File: src/rtl/uart_frame_sender.sv
`default_nettype none
// ============================================================================
// Module      : uart_frame_sender
// Description : Captures an N-byte word and sends it as a framed 8N1 UART
//               packet (header, payload MSB byte first, optional checksum).
// Revision    : 1.0 - initial release
// ============================================================================
module uart_frame_sender #(
    parameter int          CLKS_PER_BIT = 1085,
    parameter int          PERIOD_CLKS  = 125000000,
    parameter int          DATA_BYTES   = 2,
    parameter logic [7:0]  HEADER       = 8'hA5,
    parameter int          CHECKSUM_EN  = 1,
    parameter int          MODE         = 0
) (
    input  logic                    Clk,
    input  logic                    rst_n,
    input  logic [8*DATA_BYTES-1:0] i_data,
    input  logic                    i_trigger,
    output logic                    o_tx,
    output logic                    o_busy,
    output logic                    o_frame_done,
    output logic                    o_drop
);

    localparam int c_NUM_BYTES = 1 + DATA_BYTES + CHECKSUM_EN;
    localparam int c_CNT_W     = (CLKS_PER_BIT > 1) ? $clog2(CLKS_PER_BIT) : 1;
    localparam int c_PER_W     = (PERIOD_CLKS > 1) ? $clog2(PERIOD_CLKS) : 1;
    localparam int c_BYTE_W    = $clog2(c_NUM_BYTES);

    typedef enum logic [2:0] {
        S_IDLE  = 3'd0,
        S_START = 3'd1,
        S_DATA  = 3'd2,
        S_STOP  = 3'd3,
        S_DONE  = 3'd4
    } state_t;

    state_t                  r_state;
    state_t                  w_state_next;
    logic [c_CNT_W-1:0]      r_clk_cnt;
    logic [2:0]              r_bit;
    logic [c_BYTE_W-1:0]     r_byte;
    logic [c_PER_W-1:0]      r_period;
    logic                    r_pend;
    logic                    r_drop;
    logic [8*DATA_BYTES-1:0] r_shadow;
    logic [7:0]              r_csum;

    logic       w_bit_end;
    logic       w_last_byte;
    logic       w_period_wrap;
    logic       w_tick;
    logic       w_evt;
    logic       w_change;
    logic       w_busy;
    logic       w_can_launch;
    logic       w_launch;
    logic [7:0] w_sum;
    logic [7:0] w_cur_byte;

    assign w_bit_end     = (r_clk_cnt == c_CNT_W'(CLKS_PER_BIT - 1));
    assign w_last_byte   = (r_byte == c_BYTE_W'(c_NUM_BYTES - 1));
    assign w_period_wrap = (r_period == c_PER_W'(PERIOD_CLKS - 1));
    assign w_tick        = (MODE == 0) && w_period_wrap;
    assign w_evt         = i_trigger || w_tick;
    // Mode 1 compares against the last frame's snapshot, so a change made
    // mid-frame is picked up in the DONE cycle without using the pending flag.
    assign w_change      = (MODE == 1) && (i_data != r_shadow);
    assign w_busy        = (r_state == S_START) || (r_state == S_DATA) || (r_state == S_STOP);
    assign w_can_launch  = (r_state == S_IDLE) || (r_state == S_DONE);
    assign w_launch      = w_can_launch && (r_pend || w_evt || w_change);

    assign o_busy        = w_busy;
    assign o_frame_done  = (r_state == S_DONE);
    assign o_drop        = r_drop;

    always_comb begin
        w_sum = '0;
        for (int i = 0; i < DATA_BYTES; i++) begin
            w_sum = w_sum + i_data[8*i +: 8];
        end
    end

    always_comb begin
        w_cur_byte = HEADER;
        for (int i = 0; i < DATA_BYTES; i++) begin
            if (r_byte == c_BYTE_W'(i + 1)) begin
                w_cur_byte = r_shadow[8*(DATA_BYTES-1-i) +: 8];
            end
        end
        if ((CHECKSUM_EN != 0) && (r_byte == c_BYTE_W'(DATA_BYTES + 1))) begin
            w_cur_byte = r_csum;
        end
    end

    always_ff @(posedge Clk or negedge rst_n) begin
        if (!rst_n) begin
            r_state <= S_IDLE;
        end else begin
            r_state <= w_state_next;
        end
    end

    always_comb begin
        w_state_next = r_state;
        o_tx         = 1'b1;
        case (r_state)
            S_IDLE: begin
                if (w_launch) begin
                    w_state_next = S_START;
                end
            end
            S_START: begin
                o_tx = 1'b0;
                if (w_bit_end) begin
                    w_state_next = S_DATA;
                end
            end
            S_DATA: begin
                o_tx = w_cur_byte[r_bit];
                if (w_bit_end && (r_bit == 3'd7)) begin
                    w_state_next = S_STOP;
                end
            end
            S_STOP: begin
                if (w_bit_end) begin
                    w_state_next = w_last_byte ? S_DONE : S_START;
                end
            end
            S_DONE: begin
                w_state_next = w_launch ? S_START : S_IDLE;
            end
            default: begin
                w_state_next = S_IDLE;
            end
        endcase
    end

    always_ff @(posedge Clk or negedge rst_n) begin
        if (!rst_n) begin
            r_clk_cnt <= '0;
            r_bit     <= '0;
            r_byte    <= '0;
            r_period  <= '0;
            r_pend    <= 1'b0;
            r_drop    <= 1'b0;
            r_shadow  <= '0;
            r_csum    <= '0;
        end else begin
            r_period <= w_period_wrap ? '0 : r_period + 1'b1;
            r_drop   <= w_busy && w_evt && r_pend;

            if (w_launch) begin
                r_shadow <= i_data;
                r_csum   <= w_sum;
            end

            // A relaunch from DONE consumes the pending request; a fresh
            // request arriving in that same cycle stays queued.
            if (w_busy) begin
                if (w_evt) begin
                    r_pend <= 1'b1;
                end
            end else begin
                r_pend <= r_pend && w_evt;
            end

            if (w_busy && !w_bit_end) begin
                r_clk_cnt <= r_clk_cnt + 1'b1;
            end else begin
                r_clk_cnt <= '0;
            end

            if (r_state == S_START) begin
                r_bit <= '0;
            end else if ((r_state == S_DATA) && w_bit_end) begin
                r_bit <= r_bit + 1'b1;
            end

            if (!w_busy) begin
                r_byte <= '0;
            end else if ((r_state == S_STOP) && w_bit_end) begin
                r_byte <= w_last_byte ? '0 : r_byte + 1'b1;
            end
        end
    end

endmodule
`default_nettype wire

File: config.mk
export PLATFORM = sky130hd
export DESIGN_NAME = uart_frame_sender
export DESIGN_NICKNAME = d
export VERILOG_FILES = /design/src/rtl/uart_frame_sender.sv
export SDC_FILE = /design/constraint.sdc
export NUM_CORES = 1
export LEC_CHECK = 0
export BUFFER_PORTS_ARGS = -buffer_cell sky130_fd_sc_hd__buf_2
export CAP_MARGIN = 20
export CORE_UTILIZATION = 55
export CTS_CLUSTER_DIAMETER = 50
export DETAILED_ROUTE_END_ITERATION = 8
export GPL_ROUTABILITY_DRIVEN = 0
export PLACE_DENSITY = 0.7
export SKIP_LAST_GASP = 1
export SYNTH_ARGS = -nofsm -noshare
export SYNTH_HDL_FRONTEND = slang
export SYNTH_SLANG_ARGS = --single-unit
File: constraint.sdc
create_clock -name Clk -period 3.3 [get_ports Clk]
set_input_delay 0 -clock Clk [delete_from_list [all_inputs] [get_ports Clk]]
set_output_delay 0 -clock Clk [all_outputs]
set_load 0.02 [all_outputs]
==> impl_metrics.json <==
{
  "netlist.area_leader.share_pct": 46.5,
  "hold_path.class": "input pin to asynchronous set/reset pin",
  "synth_top_cell_by_area": "dfrtp_1",
  "synthCells": 369,
  "worstMarginPinSlew_ns": 0.989,
  "start_kind": "register",
  "grt_start_max_net_pins": 45,
  "power_leakage_nw": 1.92,
  "fin_worst_skew_ns": 0.00547,
  "yosys.area_share.adder_pct": 5.36,
  "crit_family": "compound AO/OA/AOI/OAI gates",
  "worst_path_largest_cell_delay_ns": 0.42,
  "synth-xor-area-share_pct": 8.13,
  "antenna_found_initial": 0,
  "clk_pin_slew_ns": 0.07,
  "yosysWarnings": 0,
  "start_util_pct": 57.1,
  "timing.final.ws_setup_ns": 0.778,
  "die-area_um2": 7390,
  "drv_cap": 0,
  "fin_nets": 445,
  "path_buf_inv": 2,
  "grt.overflow.total": 0,
  "cp-end-kind": "output port",
  "grt_pass1_vias": 2771,
  "synth_top_family_by_area": "simple AND/OR/NAND/NOR gates",
  "antenna_cells": 0,
  "synth.avg_cell_area_um2": 10.5,
  "ir_drop_mv": 0.223,
  "fin_crit_ns": 2.52,
  "relSlewSlack_pct": 34.1,
  "slowest_stage": "dfrtp_1",
  "clock-sinks": 72,
  "powerDensity_nw_per_um2": 373,
  "setup-tns-final_ns": 0,
  "drtIter0Drc": 106,
  "vias": 2789,
  "worstPathCellList": "inv_1, ha_1, nor2b_1, a22oi_1, a21o_1, a211o_1, a41oi_1, buf_2",
  "synth.area.top_cells": "dfrtp_1, xnor2_1, ha_1, nor2_1, xor2_1",
  "drt_pre_antenna_iters": 4,
  "synth_seq_cells": 72,
  "dieHeight_um": 86.0,
  "placedCellCount": 477,
  "setup_violations": 0,
  "muxShareOfSynthArea_pct": 8.00,
  "rows": 30,
  "hold_viol": 0,
  "synth_edf_count": 0,
  "cts_inserted_buffers": 9,
  "synth-simple-area-share_pct": 19.6,
  "grt_pass1_wl_um": 13000,
  "period_share_pct": 76.4,
  "async_flop_share_pct": 100,
  "instances_no_fill": 509,
  "hpwl_um": 5250,
  "synth.net_count": 404,
  "ios": 23,
  "yosysSeqAreaShare_pct": 46.5,
  "crit_fanout": 7,
  "crit_type": "register to output port",
  "die_width_um": 86.0,
  "clk_path_buf_depth": 2,
  "drt_wl_total_um": 7530,
  "vias_per_cell": 5.48,
  "ant_nets": 0,
  "arrival_ns": 2.52,
  "status": "complete, no violations",
  "drive_gt1_share_pct": 14.5,
  "areaGrowthSynthToFinish_pct": 13.8,
  "syn_area_um2": 3880,
  "cts_root_buffer": "clkbuf_8",
  "grt_usage_pct": 22.8,
  "fmax_ghz": 0.396,
  "cts_max_level": 3,
  "drc_errors": 0,
  "core_region_area_um2": 6790,
  "portBuffers": 22,
  "fin_hold_ws_ns": 0.362,
  "cp.required_ns": 3.30,
  "clk_latency_ns": 0.35,
  "cts_setup_buffers": 0,
  "cts_tree": "built",
  "fillers": 550,
  "ys.flop_type": "dfrtp_1",
  "grt_setup_unrepaired": "false",
  "slew_viol_final": 0,
  "synth_cell_types": 54,
  "synth-compound-area-share_pct": 9.23,
  "wire_per_inst_um": 14.8,
  "dp_slack_ns": 1.06
}
-- state kept, by name, summed over array words and instances, names as in the netlist --
name and flops:
o_drop 1, r_clk_cnt 11, r_bit 3, r_period 27, r_shadow 16, r_pend 1
r_state 3, r_csum 8, r_byte 2
-- logic make-up (layout without fill, tap and decap cells) --
logic type / after synthesis / in the layout
AOI/OAI and AO/OA: 55 / 55
xor gates and xnor gates: 36 / 36
adders and majority gates: 16 / 16
buffers and inverters: 29 / 73
DFF: 72 / 72
muxes: 23 / 23
and+or+nand+nor: 138 / 138
-- cell usage after synthesis (2+ instances only) --
cell type and n:
dfrtp_1 72, nor2_1 44, o21ai_0 22, xnor2_1 22, nand3_1 19, inv_1 17
ha_1 15, nand2_1 15, xor2_1 14, mux2_1 10, a21oi_1 9, nand4_1 9
clkbuf_1 8, nand2b_1 7, nor3_1 7, mux2_2 6, a22o_1 5, or3_1 5
and3_1 4, mux4_2 4, nor4_1 4, nor4_2 4, a21o_1 3, and4_1 3
nor2b_1 3, a211oi_1 2, a221oi_1 2, a22oi_1 2, buf_2 2, buf_6 2
mux2_4 2, nor3b_1 2, nor4b_2 2, o31ai_1 2
-- through the flow --
| step | power [W] | cell area (um2) | utilization, % |
|---|---|---|---|
| after floorplan | 0.000973 | 3880 | - |
| after global placement | 0.00102 | 4060 | 59.8 |
| after detailed placement | 0.00102 | 4060 | 59.8 |
| after CTS | 0.00167 | 4410 | 65.0 |
| after global routing | 0.00171 | 4410 | 65.0 |
| final | 0.00165 | 4410 | 65.0 |
-- per-layer routing --
| metal | part of all wire (%) | vias up | GRT usage (%) | wire length (um) |
|---|---|---|---|---|
| met1 | 47 | 1342 | 29.4 | 3540 |
| li1 | - | 1387 | - | - |
| met3 | 2.6 | 9 | 5.20 | 198 |
| met2 | 49 | 51 | 38.2 | 3700 |
| met5 | 0 | - | 0 | 0 |
| met4 | 1.2 | 0 | 7.58 | 87 |
-- power breakdown --
group	internal, W	total (W)	switching [W]
combinational	0.0000572	0.000114	0.0000569
sequential	0.000897	0.000905	0.00000776
clock	0.000327	0.000628	0.000301
total	0.00128	0.00165	0.000365
-- path summary, 6_finish.rpt --
path,from,endpoint,slack [ns],depth (start not counted)
worst max register to register,r_period[0]$_DFF_PN0_,r_shadow[2]$_DFFE_PN0P_,1.06,6
worst min register to register,r_shadow[13]$_DFFE_PN0P_,r_shadow[13]$_DFFE_PN0P_,0.48,1
max in group asynchronous,rst_n,r_shadow[9]$_DFFE_PN0P_,2.00,3
worst max-delay path,r_byte[0]$_DFFE_PN0P_,o_tx,0.78,8
min in group Clk,i_data[10],r_shadow[10]$_DFFE_PN0P_,0.42,3
worst min-delay path,rst_n,r_period[5]$_DFF_PN0_,0.36,2
-- layout make-up --
| type | count | area, um2 | share of cell area (%) |
|---|---|---|---|
| Tap cell | 96 | 120 | 2.72 |
| Multi-Input combinational cell | 268 | 1950 | 44.2 |
| Sequential cell | 72 | 1800 | 40.8 |
| Inverter | 17 | 63.8 | 1.45 |
| Clock buffer | 14 | 173 | 3.91 |
| Timing Repair Buffer | 42 | 305 | 6.92 |
-- cell usage in the layout (no fill, tap or decap), types with 4 or more instances in the layout --
cell type      instances
or3_1                  5
dfrtp_1               72
mux2_1                10
nor2_1                44
a22o_1                 5
ha_1                  15
and3_1                 4
o21ai_0               22
nor4_2                 4
nand3_1               19
a21oi_1                9
nand4_1                9
inv_1                 17
mux4_2                 4
buf_2                 22
nand2b_1               7
clkbuf_8              12
xnor2_1               22
nor4_1                 4
nand2_1               15
dlygate4sd3_1         18
nor3_1                 7
mux2_2                 6
xor2_1                14
-- repair_timing --
action | in CTS | in global routing
endpoints found under the hold margin | 61 | 0
resized for setup | 0 | 0
hold buffers | 18 | 0
(Power assumes the default switching activity.)
